<file path="config.mk">
export PLATFORM = sky130hd
export DESIGN_NAME = alu_issue_ctrl
export DESIGN_NICKNAME = d
export VERILOG_FILES = /design/src/rtl/alu_pkg.sv /design/src/rtl/reg_file_8x8.sv /design/src/rtl/alu_issue_ctrl.sv
export SDC_FILE = /design/constraint.sdc
export NUM_CORES = 1
export LEC_CHECK = 0
export BUFFER_PORTS_ARGS = -buffer_cell sky130_fd_sc_hd__clkbuf_2
export CAP_MARGIN = 20
export CORE_AREA = 5 5 115 117
export DETAILED_ROUTE_END_ITERATION = 6
export DIE_AREA = 0 0 120 122
export HOLD_SLACK_MARGIN = 0.06
export PLACE_DENSITY = 0.86
export SLEW_MARGIN = 20
export SYNTH_ARGS = -nofsm -noshare
export SYNTH_HDL_FRONTEND = slang
export SYNTH_SLANG_ARGS = --single-unit
</file>
<file path="constraint.sdc">
create_clock -name CLK -period 3.3 [get_ports CLK]
set_input_delay 0.165 -clock CLK [delete_from_list [all_inputs] [get_ports CLK]]
set_output_delay 0.165 -clock CLK [all_outputs]
set_load 0.02 [all_outputs]
</file>
<file path="src/rtl/alu_pkg.sv">
// Shared definitions for the ALU issue/write-back controller: widths, opcodes,
// ALU select codes, FSM state encodings and the instruction word layout.
package alu_pkg;

  localparam int unsigned DATA_W  = 8;
  localparam int unsigned NREG    = 8;
  localparam int unsigned ADDR_W  = 3;
  localparam int unsigned INSTR_W = 32;
  localparam int unsigned OP_W    = 8;
  localparam int unsigned SEL_W   = 3;

  localparam logic [OP_W-1:0] OP_LOADI = 8'h00;
  localparam logic [OP_W-1:0] OP_MOV   = 8'h01;
  localparam logic [OP_W-1:0] OP_ADD   = 8'h02;
  localparam logic [OP_W-1:0] OP_SUB   = 8'h03;
  localparam logic [OP_W-1:0] OP_AND   = 8'h04;
  localparam logic [OP_W-1:0] OP_OR    = 8'h05;

  localparam logic [SEL_W-1:0] SEL_FWD = 3'b000;
  localparam logic [SEL_W-1:0] SEL_ADD = 3'b001;
  localparam logic [SEL_W-1:0] SEL_AND = 3'b010;
  localparam logic [SEL_W-1:0] SEL_OR  = 3'b011;

  localparam logic [1:0] S_IDLE   = 2'd0;
  localparam logic [1:0] S_DECODE = 2'd1;
  localparam logic [1:0] S_EXEC   = 2'd2;
  localparam logic [1:0] S_WB     = 2'd3;

  // Instruction word: [31:24] opcode, [18:16] dest, [10:8] src1, [7:0] src2/imm
  typedef struct packed {
    logic [OP_W-1:0]   opcode;
    logic [4:0]        rsvd_hi;
    logic [ADDR_W-1:0] dest;
    logic [4:0]        rsvd_lo;
    logic [ADDR_W-1:0] src1;
    logic [DATA_W-1:0] src2_imm;
  } instr_t;

  // Two's-complement negation so SUB can reuse the ALU adder
  function automatic logic [DATA_W-1:0] negate(input logic [DATA_W-1:0] v);
    return DATA_W'(~v + DATA_W'(1));
  endfunction

endpackage

</file>
<file path="src/rtl/reg_file_8x8.sv">
// 8x8 register file: two async read ports, one async debug read port,
// one synchronous write port and a synchronous active-low clear.
module reg_file_8x8
  import alu_pkg::*;
(
  input  logic              clk,
  input  logic              rst_n,
  input  logic              we,
  input  logic [ADDR_W-1:0] waddr,
  input  logic [DATA_W-1:0] wdata,
  input  logic [ADDR_W-1:0] raddr1,
  input  logic [ADDR_W-1:0] raddr2,
  input  logic [ADDR_W-1:0] dbg_addr,
  output logic [DATA_W-1:0] rdata1_c,
  output logic [DATA_W-1:0] rdata2_c,
  output logic [DATA_W-1:0] dbg_data_c
);

  logic [DATA_W-1:0] regs [NREG];

  always_ff @(posedge clk) begin
    if (!rst_n) begin
      for (int unsigned i = 0; i < NREG; i++) regs[i] <= '0;
    end else if (we) begin
      regs[waddr] <= wdata;
    end
  end

  assign rdata1_c   = regs[raddr1];
  assign rdata2_c   = regs[raddr2];
  assign dbg_data_c = regs[dbg_addr];

endmodule

</file>
<file path="src/rtl/alu_issue_ctrl.sv">
// Issue/write-back controller for the 8-bit ALU: accepts an instruction, reads
// operands, holds them for ALU_WAIT cycles, samples the result and writes it back.
module alu_issue_ctrl
  import alu_pkg::*;
#(
  parameter int unsigned ALU_WAIT = 2
) (
  input  logic               CLK,
  input  logic               RESET,
  input  logic [INSTR_W-1:0] INSTR,
  input  logic               INSTR_VALID,
  output logic               INSTR_READY,
  output logic [DATA_W-1:0]  ALU_DATA1,
  output logic [DATA_W-1:0]  ALU_DATA2,
  output logic [SEL_W-1:0]   ALU_SELECT,
  input  logic [DATA_W-1:0]  ALU_RESULT,
  output logic               WB_EN,
  output logic [ADDR_W-1:0]  WB_ADDR,
  output logic [DATA_W-1:0]  WB_DATA,
  output logic               ILLEGAL,
  input  logic [ADDR_W-1:0]  DBG_ADDR,
  output logic [DATA_W-1:0]  DBG_DATA
);

  localparam int unsigned CNT_W = (ALU_WAIT > 1) ? $clog2(ALU_WAIT) : 1;

  logic [1:0]        state_q, state_d;
  logic [CNT_W-1:0]  cnt_q, cnt_d;
  instr_t            instr_q, instr_d;
  logic              ready_d, wb_en_d, illegal_d;
  logic [DATA_W-1:0] data1_d, data2_d, wb_data_d;
  logic [SEL_W-1:0]  sel_d;
  logic [ADDR_W-1:0] wb_addr_d;
  logic [DATA_W-1:0] rd1, rd2;

  // Reserved instruction bits are latched with the word but never decoded
  logic unused_rsvd;
  assign unused_rsvd = ^{instr_q.rsvd_hi, instr_q.rsvd_lo};

  reg_file_8x8 u_rf (
    .clk        (CLK),
    .rst_n      (RESET),
    .we         (WB_EN),
    .waddr      (WB_ADDR),
    .wdata      (WB_DATA),
    .raddr1     (instr_q.src1),
    .raddr2     (instr_q.src2_imm[ADDR_W-1:0]),
    .dbg_addr   (DBG_ADDR),
    .rdata1_c   (rd1),
    .rdata2_c   (rd2),
    .dbg_data_c (DBG_DATA)
  );

  always_ff @(posedge CLK) begin
    if (!RESET) begin
      state_q     <= S_IDLE;
      cnt_q       <= '0;
      instr_q     <= '0;
      INSTR_READY <= 1'b0;
      ALU_DATA1   <= '0;
      ALU_DATA2   <= '0;
      ALU_SELECT  <= SEL_FWD;
      WB_EN       <= 1'b0;
      WB_ADDR     <= '0;
      WB_DATA     <= '0;
      ILLEGAL     <= 1'b0;
    end else begin
      state_q     <= state_d;
      cnt_q       <= cnt_d;
      instr_q     <= instr_d;
      INSTR_READY <= ready_d;
      ALU_DATA1   <= data1_d;
      ALU_DATA2   <= data2_d;
      ALU_SELECT  <= sel_d;
      WB_EN       <= wb_en_d;
      WB_ADDR     <= wb_addr_d;
      WB_DATA     <= wb_data_d;
      ILLEGAL     <= illegal_d;
    end
  end

  // Next-state and next-output logic; the write-back in WB happens in the reg file
  always_comb begin
    state_d   = state_q;
    cnt_d     = cnt_q;
    instr_d   = instr_q;
    ready_d   = 1'b0;
    data1_d   = ALU_DATA1;
    data2_d   = ALU_DATA2;
    sel_d     = ALU_SELECT;
    wb_en_d   = 1'b0;
    wb_addr_d = WB_ADDR;
    wb_data_d = WB_DATA;
    illegal_d = 1'b0;
    case (state_q)
      S_IDLE: begin
        ready_d = 1'b1;
        if (INSTR_VALID && INSTR_READY) begin
          instr_d = instr_t'(INSTR);
          state_d = S_DECODE;
          ready_d = 1'b0;
        end
      end
      S_DECODE: begin
        state_d = S_EXEC;
        cnt_d   = CNT_W'(ALU_WAIT - 1);
        data1_d = rd1;
        case (instr_q.opcode)
          OP_LOADI: begin sel_d = SEL_FWD; data2_d = instr_q.src2_imm; end
          OP_MOV:   begin sel_d = SEL_FWD; data2_d = rd2;              end
          OP_ADD:   begin sel_d = SEL_ADD; data2_d = rd2;              end
          OP_SUB:   begin sel_d = SEL_ADD; data2_d = negate(rd2);      end
          OP_AND:   begin sel_d = SEL_AND; data2_d = rd2;              end
          OP_OR:    begin sel_d = SEL_OR;  data2_d = rd2;              end
          default: begin
            // Undefined opcode: drop it, leave the ALU interface untouched
            state_d   = S_IDLE;
            cnt_d     = cnt_q;
            data1_d   = ALU_DATA1;
            ready_d   = 1'b1;
            illegal_d = 1'b1;
          end
        endcase
      end
      S_EXEC: begin
        if (cnt_q == '0) begin
          state_d   = S_WB;
          wb_en_d   = 1'b1;
          wb_addr_d = instr_q.dest;
          wb_data_d = ALU_RESULT;
        end else begin
          cnt_d = cnt_q - CNT_W'(1);
        end
      end
      S_WB: begin
        state_d = S_IDLE;
        ready_d = 1'b1;
      end
      default: state_d = S_IDLE;
    endcase
  end

endmodule

</file>
* After elaboration in Yosys (flattened, before gate mapping) *
Memories as Yosys holds them, arrays and structs flattened. A register that Yosys moved wholly into a read port is not among the register bits.
Index checks and enable logic that the tools add are counted.

storage, ports and cells
  bits in registers = 50
  bits in writable memories = 64
  input bits = 46
  output and inout bits = 41
  word-level logic and storage cells = 72
  memories kept = 1

operators by class
  $add $sub $neg = 2
  equal/unequal tests = 11
  muxes and demuxes = 22
  bitwise logic cells = 2
  reduce and logical (&&, ||, !) cells = 21

memories
  memory     depth  bits a word  rd ports  clocked after Yosys merged registers in  wr ports  line                text
  u_rf.regs  8      8            3         2                                        8         reg_file_8x8.sv:19  logic [DATA_W-1:0] regs [NREG];

operators with widths
  operator                                                                number
  8-bit case mux with 3 select lines                                      1
  2-bit AND reduction                                                     9
  8-bit by 2-bit equality test with 1-bit output (second input constant)  2
  8-bit by 3-bit equality test with 1-bit output (second input constant)  2
  3-bit case mux with 4 select lines                                      1
  1-bit two-way mux                                                       10
  3-bit two-way mux                                                       3
  8-bit by 1-bit adder with 8-bit output (second input constant)          1
  8-bit by 1-bit equality test with 1-bit output (second input constant)  1
  8-bit logical NOT                                                       1
  8-bit two-way mux                                                       1
  8-bit NOT                                                               1
  2-bit case mux with 4 select lines                                      1
  8-bit OR reduction                                                      1
  2-bit two-way mux                                                       3
  2-bit != test (second input constant)                                   3
  6-bit OR reduction                                                      1
  2-bit equality test (second input constant)                             2
  4-bit nonzero test                                                      1
  2-bit OR reduction                                                      2
  4-bit OR reduction                                                      1
  1-bit case mux with 3 select lines                                      1
  3-bit nonzero test                                                      1
  2-bit by 1-bit equality test with 1-bit output (second input constant)  1
  other kinds (7)                                                         7

* Logic depth before layout (Yosys ltp) *
Gate-level depths: netlist of the first run.

  depth in word-level cells = 5
  mapped depth = 10
  gate-level depth less buffers = 9

* Cells and area by module *
From an unflattened synthesis of the first run, not the netlist that was laid out.

unflattened totals
  cell total of the unflattened synthesis = 561
  area total of the unflattened synthesis = 6,588.8 sq um

by module, submodules not included
  module          instances  cells each  area an instance (sq um)  sequential area each (sq um)
  reg_file_8x8    1          252         4,065.1                   1,921.8
  alu_issue_ctrl  1          309         2,523.7                   1,141.1

* Worst setup path after synthesis of the first run *
No wires, ideal clock.

  path type = register to register
  start point = register (tool-made name)
  end point = register ALU_DATA2[2]
  library setup time = 0.123 ns
  arrival = 2.229 ns
  required time = 3.177 ns
  slack = 0.949 ns
  cell stages (with the launch flop) = 11
  path buffers = 1
  period minus slack after synthesis = 2.351 ns
  cells stage by stage = dfxtp_1 buf_4 mux2i_1 mux4_1 ha_1 nor2b_1 o21ai_0 and2_0 mux2_2 a221oi_1 nor2_1

RTL lines
  what                    line                  text
  end signal: assignment  alu_issue_ctrl.sv:73  ALU_DATA2 <= data2_d;
  end: declaration        alu_issue_ctrl.sv:14  output logic [DATA_W-1:0] ALU_DATA2,

==> metrics.md, run 1 <==
| Metric | Value |
|---|---|
| Boundary Pins | `87` |
| Area leader, netlist | `edfxtp_1` |
| # DRC | `0` |
| Total negative slack | `0 ps` |
| Upper clock frequency limit | `0.3615 GHz` |
| Number of global-route vias before repair | `4,905` |
| Critical Path Slowest Stage Cell | `dfxtp_1` |
| GRT Overall Usage | `0.2446` |
| CP max FO | `9` |
| Most common cell in the netlist | `and2_1` |
| Post-synth EDFFs | `64` |
| Die height | `122 um` |
| Top-area cell type share of the netlist area | `0.2960` |
| Cells after synthesis | `524` |
| Vias post-DR | `4,823` |
| Row count | `41` |
| Synth Warn # | `0` |
| Syn Nets | `571` |
| Area growth, synth to finish | `20.49%` |
| Synth unique cells | `47` |
| Max cap viols | `0` |
| Clock period minus worst slack | `2766 ps` |
| Critical path, cell by cell | `mux2i_1 -> mux4_1 -> ha_1 -> nor2b_1 -> o21ai_0 -> and2_0 -> mux2_2 -> a221oi_1 -> nor2_1` |
| Final nets | `672` |
| Buffers plus inverters on the worst setup path | `0` |
| Largest incremental delay on the critical path | `640 ps` |
| Hold-critical path endpoint | `WB_EN` |
| R2R depth | `9` |
| Main area contributors after synthesis | `edfxtp_1 (30%), dfxtp_1 (19%), mux4_2 (15%), and2_1 (6.7%), mux2i_1 (4.2%)` |
| Clk pin slew, worst setup/hold paths | `60 ps` |
| Status | `complete, no violations` |
| Vias per inst | `6.121` |
| Final hold vios | `0` |
| H-Tree Level Count | `4` |
| R2R Setup Slk | `530 ps` |
| CTS tree | `yes` |
| Worst Hold Depth | `2` |
| CP top delay family | `multiplexers` |
| Share of post-route cells with drive strength above 1 | `0.2868` |
| Placed Instances | `726` |
| Hold Crit Class | `input pin to flip-flop` |
| Initial antenna violation count | `0` |
| # diodes | `0` |
| Worst path arrival time | `3080 ps` |
| Filler cells | `851` |
| WL final | `16.98 mm` |
| PortBufs | `75` |
| Share of async-settable or async-resettable flops after synthesis | `0` |
| First-pass GRT wire length | `27.08 mm` |
| Starting Density | `0.5295` |
| Full die area | `14,640 um^2` |
| Routed Antenna Nets | `0` |
| Wire length per cell | `21.54 um` |
| Chip width | `120 um` |
| Non-Filler Instances | `788` |
| Clock Sinks | `124` |
| Root Driver | `clkbuf_16` |
| Global placement routability congestion | `0.8849` |
| Post-Syn Area per Cell | `12.39 um^2` |
| Setup crit start kind | `flip-flop` |
| Pwr Density | `527.1 nW/um^2` |
| Final period util | `0.8383` |
| Leak Pwr | `2.976 nW` |
| Hold Crit Start | `RESET` |
| Sequential fraction of the synthesis area | `0.4810` |
| End of the worst register-to-register path | `ALU_DATA2[2]` |
| RSZ-0062 raised after global routing | `no` |
| Post-route setup slack | `533.7 ps` |
| Core area | `12,260 um^2` |
| Register bit total from synthesis | `124` |
| Tightest Pin Transition | `1053 ps` |
| Final Setup Violations | `0` |
| TritonRoute pass-1 iters | `5` |
| Crit path capture type | `flip-flop` |
| Final count of pins violating max slew | `0` |
| Util after Layout | `0.6380` |
| Cts bufs inserted | `17` |
| Top cells by count, synth | `and2_1 (70), edfxtp_1 (64), nand2_1 (62)` |
| Crit Path Class | `flip-flop to flip-flop` |
| 1st-iter DRT viols | `695` |
| Setup WS pre-CTS | `574.3 ps` |
| Top FF cell, synth | `edfxtp_1` |
| Critical path depth | `9` |
| Synthesized area | `6492 um^2` |
| CP required | `3610 ps` |
| Setup Fix Bufs, Post-CTS | `0` |
| Hpwl dp | `11.50 mm` |
| Clock skew | `10.52 ps` |
| Clock tree buffer depth | `2` |
| Worst rel slew slack | `0.2904` |
| Clk Latency, worst-skew pair | `420 ps` |
| GR Overflow Total | `0` |
| Largest net degree at the start of global routing | `60` |
| Maximum vdd drop | `0.0003425 V` |
## flip-flops by register name (all words and copies together) (netlist names), 2 cells and up, named ones only
register,cells
WB_DATA,8
ALU_DATA1,8
u_rf.regs,64
instr_q,22
ALU_DATA2,8
WB_ADDR,3
ALU_SELECT,2
## cells in the final DEF, fill, tap and decap left out, drive strengths merged, types with 22 or more instances in the layout
| master | n |
|---|---|
| a21boi | 26 |
| and2 | 74 |
| clkbuf | 99 |
| dfxtp | 60 |
| dlygate4sd3 | 30 |
| edfxtp | 64 |
| mux2i | 32 |
| mux4 | 47 |
| nand2 | 64 |
| o21ai | 22 |
## logic make-up (layout without fill, tap and decap cells)
| family | Yosys count | after routing | share of synthesized area |
|---|---|---|---|
| AND/OR/NAND/NOR | 195 | 195 | 0.1615 |
| flip-flops | 124 | 124 | 0.4810 |
| multiplexers | 91 | 91 | 0.2457 |
| AO/OA/AOI/OAI | 76 | 76 | 0.08075 |
| buffers and inverters | 36 | 150 | 0.02852 |
| adder cells (fa/ha/maj) | 1 | 1 | 0.001927 |
| other | 1 | 1 | 0.0005776 |
## stage by stage
step | hold WS [ps] | total power, mW | instance area (um^2)
floorplan | 309.9 | 2.193 | 6492
finish | 73.00 | 4.123 | 7823
CTS | 61.73 | 4.125 | 7823
global placement | 403.2 | 2.331 | 6962
detailed placement | 407.9 | 2.358 | 6962
global route | 94.33 | 4.264 | 7823
## report_power, final
part | total (mW) | internal [mW] | switching (mW)
Sequential | 1.79 | 1.70 | 0.0945
Combinational | 0.580 | 0.269 | 0.311
Clock | 1.75 | 1.07 | 0.678
## worst reg2reg max path, stage by stage, from the launching register on
cell	delay, ps
dfxtp_1	640
mux2i_1	200
mux4_1	580
ha_1	290
nor2b_1	130
o21ai_0	70
and2_0	170
mux2_2	260
a221oi_1	250
nor2_1	70
## how the worst max path moves through the flow
stage | startpoint | end | slack (ps)
global placement | flip-flop | ALU_DATA2[2] | 690
global route | flip-flop | ALU_DATA2[2] | 370
CTS | flip-flop | ALU_DATA2[2] | 540
floorplan | flip-flop | ALU_DATA2[2] | 950
detailed placement | flip-flop | ALU_DATA2[2] | 570
finish | flip-flop | ALU_DATA2[2] | 530
## what timing repair did
action | in CTS | in global routing
setup endpoints to repair | 0 | 0
resized for setup | 0 | 0
hold buffers | 30 | 0
hold endpoints to repair | 33 | 0
## metal layers
layer	global-route usage	wire length (um)	up-vias
met5	0	0	-
met4	0.1353	967	0
met3	0.05896	1483	81
met2	0.4145	8558	310
met1	0.2875	5966	2289
li1	-	-	2143
## layout make-up
type,instances,area (um^2),share of cell area
repair buffers,115,750.7,0.09597
clock buffers,24,504.2,0.06446
flip-flops and latches,124,3123,0.3992
clock inverters,8,56.30,0.007198
well taps,150,187.7,0.02399
multi-input cells,364,3189,0.4077
inverters,3,11.26,0.001440
Power figures use the tool's default switching activity.
==> run 2, diff against run 1 <==
--- a/config.mk
+++ b/config.mk
@@ -7,11 +7,11 @@
 export LEC_CHECK = 0
 export BUFFER_PORTS_ARGS = -buffer_cell sky130_fd_sc_hd__clkbuf_2
 export CAP_MARGIN = 20
-export CORE_AREA = 5 5 115 117
+export CORE_AREA = 5 5 118 120
 export DETAILED_ROUTE_END_ITERATION = 6
-export DIE_AREA = 0 0 120 122
+export DIE_AREA = 0 0 123 125
 export HOLD_SLACK_MARGIN = 0.06
-export PLACE_DENSITY = 0.86
+export PLACE_DENSITY = 0.85
 export SLEW_MARGIN = 20
 export SYNTH_ARGS = -nofsm -noshare
 export SYNTH_HDL_FRONTEND = slang
==> constraint.sdc (replaced) <==
create_clock -name CLK -period 2.3 [get_ports CLK]
set_input_delay 0.115 -clock CLK [delete_from_list [all_inputs] [get_ports CLK]]
set_output_delay 0.115 -clock CLK [all_outputs]
set_load 0.02 [all_outputs]
==> run 2 against run 1 <==
  * Combinational power rose by 51%
  * Sequential power rose by 43%
  * Critical path depth did not move
  * Clock skew fell by 3.0 ps
==> metrics.md, run 2 (synthesis gave the netlist of run 1 again) <==
| Metric | Value |
|---|---|
| CP top delay family | `multiplexers` |
| Row count | `42` |
| Boundary Pins | `87` |
| Clk pin slew, worst setup/hold paths | `60 ps` |
| Clock skew | `7.494 ps` |
| Wire length per cell | `20.22 um` |
| Starting Density | `0.5043` |
| # DRC | `0` |
| Hold-critical path endpoint | `INSTR_READY` |
| 1st-iter DRT viols | `499` |
| WHS | `93.34 ps` |
| Top Registers | `u_rf.regs x64, instr_q x22` |
| Final nets | `681` |
| End of the worst register-to-register path | `ALU_DATA2[2]` |
| Area growth, synth to finish | `24.71%` |
| Buffers plus inverters on the worst setup path | `0` |
| Largest register FFs | `64` |
| Largest incremental delay on the critical path | `530 ps` |
| Vias post-DR | `4,813` |
| First-pass GRT wire length | `26.57 mm` |
| Hold Crit Class | `input pin to flip-flop` |
| Routed Antenna Nets | `0` |
| R2R Setup Slk | `20 ps` |
| Root Driver | `clkbuf_16` |
| R2R depth | `9` |
| Leak Pwr | `3.069 nW` |
| Largest net degree at the start of global routing | `66` |
| Clk Latency, worst-skew pair | `430 ps` |
| Overall Power | `6.469 mW` |
| Tightest Pin Transition | `795.0 ps` |
| Setup Fix Bufs, Post-CTS | `0` |
| Maximum vdd drop | `0.0005089 V` |
| Pwr Density | `799.0 nW/um^2` |
| Worst rel slew slack | `0.4700` |
| Number of global-route vias before repair | `4,997` |
| PortBufs | `75` |
| Core area | `12,870 um^2` |
| Clock tree buffer depth | `2` |
| Upper clock frequency limit | `0.4379 GHz` |
| Final Setup Violations | `0` |
| Final hold vios | `0` |
| Clock Sinks | `124` |
| Hold Crit Start | `INSTR_VALID` |
| Critical Path Slowest Stage Cell | `mux4_2` |
| GR Overflow Total | `0` |
| Commonest non-fill, non-tap cell in the layout | `clkbuf_2` |
| Final period util | `0.9929` |
| Status | `complete, no violations` |
| CP required | `2610 ps` |
| RSZ-0062 raised after global routing | `yes` |
| Clock period minus worst slack | `2284 ps` |
| Crit path capture type | `flip-flop` |
| Worst Hold Depth | `4` |
| H-Tree Level Count | `4` |
| GRT Overall Usage | `0.2268` |
| CTS tree | `yes` |
| Vias per inst | `5.848` |
| Chip width | `123 um` |
| WL final | `16.64 mm` |
| Die height | `125 um` |
| Max cap viols | `0` |
| Hpwl dp | `11.68 mm` |
| Final count of pins violating max slew | `0` |
| Global placement routability congestion | `0.8920` |
| Critical path, cell by cell | `mux2i_2 -> mux4_2 -> ha_4 -> nor2b_1 -> o21ai_1 -> and2_1 -> mux2_4 -> a221oi_4 -> nor2_1` |
| # diodes | `0` |
| Worst path arrival time | `2600 ps` |
| Setup crit start kind | `flip-flop` |
| Full die area | `15,380 um^2` |
| Most flops, register | `u_rf.regs` |
| TritonRoute pass-1 iters | `5` |
| Most frequent cells in the layout | `clkbuf_2 (75), and2_1 (71), edfxtp_1 (64)` |
| Share of post-route cells with drive strength above 1 | `0.3076` |
| Crit Path Class | `flip-flop to flip-flop` |
| Cts bufs inserted | `17` |
| Initial antenna violation count | `0` |
| CP max FO | `9` |
## run 2: layer usage
metal | vias to the layer above | global-route usage | routed length, um
met5 | - | 0 | 0
met4 | 0 | 0.1068 | 548
met3 | 54 | 0.05872 | 1380
met2 | 309 | 0.3802 | 8576
met1 | 2291 | 0.2715 | 6134
li1 | 2159 | - | -
## run 2: worst min-delay path, cell delays in order
cell      delay (ps)
clkbuf_2          90
a21oi_1           50
o21ai_0          160
nor2_1            50
## run 2: final cells by class
cell class,count,area (um^2)
Timing Repair Buffer,124,843.3
Multi-Input combinational cell,364,3223
Sequential cell,124,3127
Clock buffer,18,429.2
Inverter,3,11.26
Clock inverter,14,242.7
Tap cell,176,220.2
Fill cell,933,4778
## run 2: timing repair
action,4_1_cts,5_1_grt
setup endpoints to repair,1,1
endpoints found under the hold margin,33,0
hold buffers,30,0
pin swaps,0,4
gates resized for setup,3,9
## run 2: worst max path at each step
stage                          from            to  slack, ps  cells past startpoint
after floorplan           flip-flop  ALU_DATA2[2]         10                     10
after global routing      flip-flop  ALU_DATA2[2]       -100                      9
final                     flip-flop  ALU_DATA2[2]         20                      9
after CTS                 flip-flop  ALU_DATA2[2]          8                     10
after detailed placement  flip-flop  ALU_DATA2[2]        -70                     10
after global placement    flip-flop  ALU_DATA2[2]        -50                     10
## run 2: per-stage QoR
stage / instances / setup WS [ps] / TNS, ps / cell area [um^2] / util
floorplan: 524 / 11.47 / 0 / 6502 / -
global placement: 761 / -53.10 / -53.10 / 7102 / 0.5516
detailed placement: 761 / -73.74 / -73.74 / 7102 / 0.5516
CTS: 823 / 8.387 / 0 / 8073 / 0.6270
global route: 823 / -95.24 / -95.24 / 8097 / 0.6289
finish: 823 / 16.24 / 0 / 8097 / 0.6289
## run 2: report_power, final
group	total, mW	switching, mW	internal, mW	leakage (nW)
combinational	0.874	0.461	0.413	1.60
sequential	2.56	0.123	2.44	1.15
clock	3.03	1.00	2.03	0.317
total	6.47	1.58	4.89	3.07
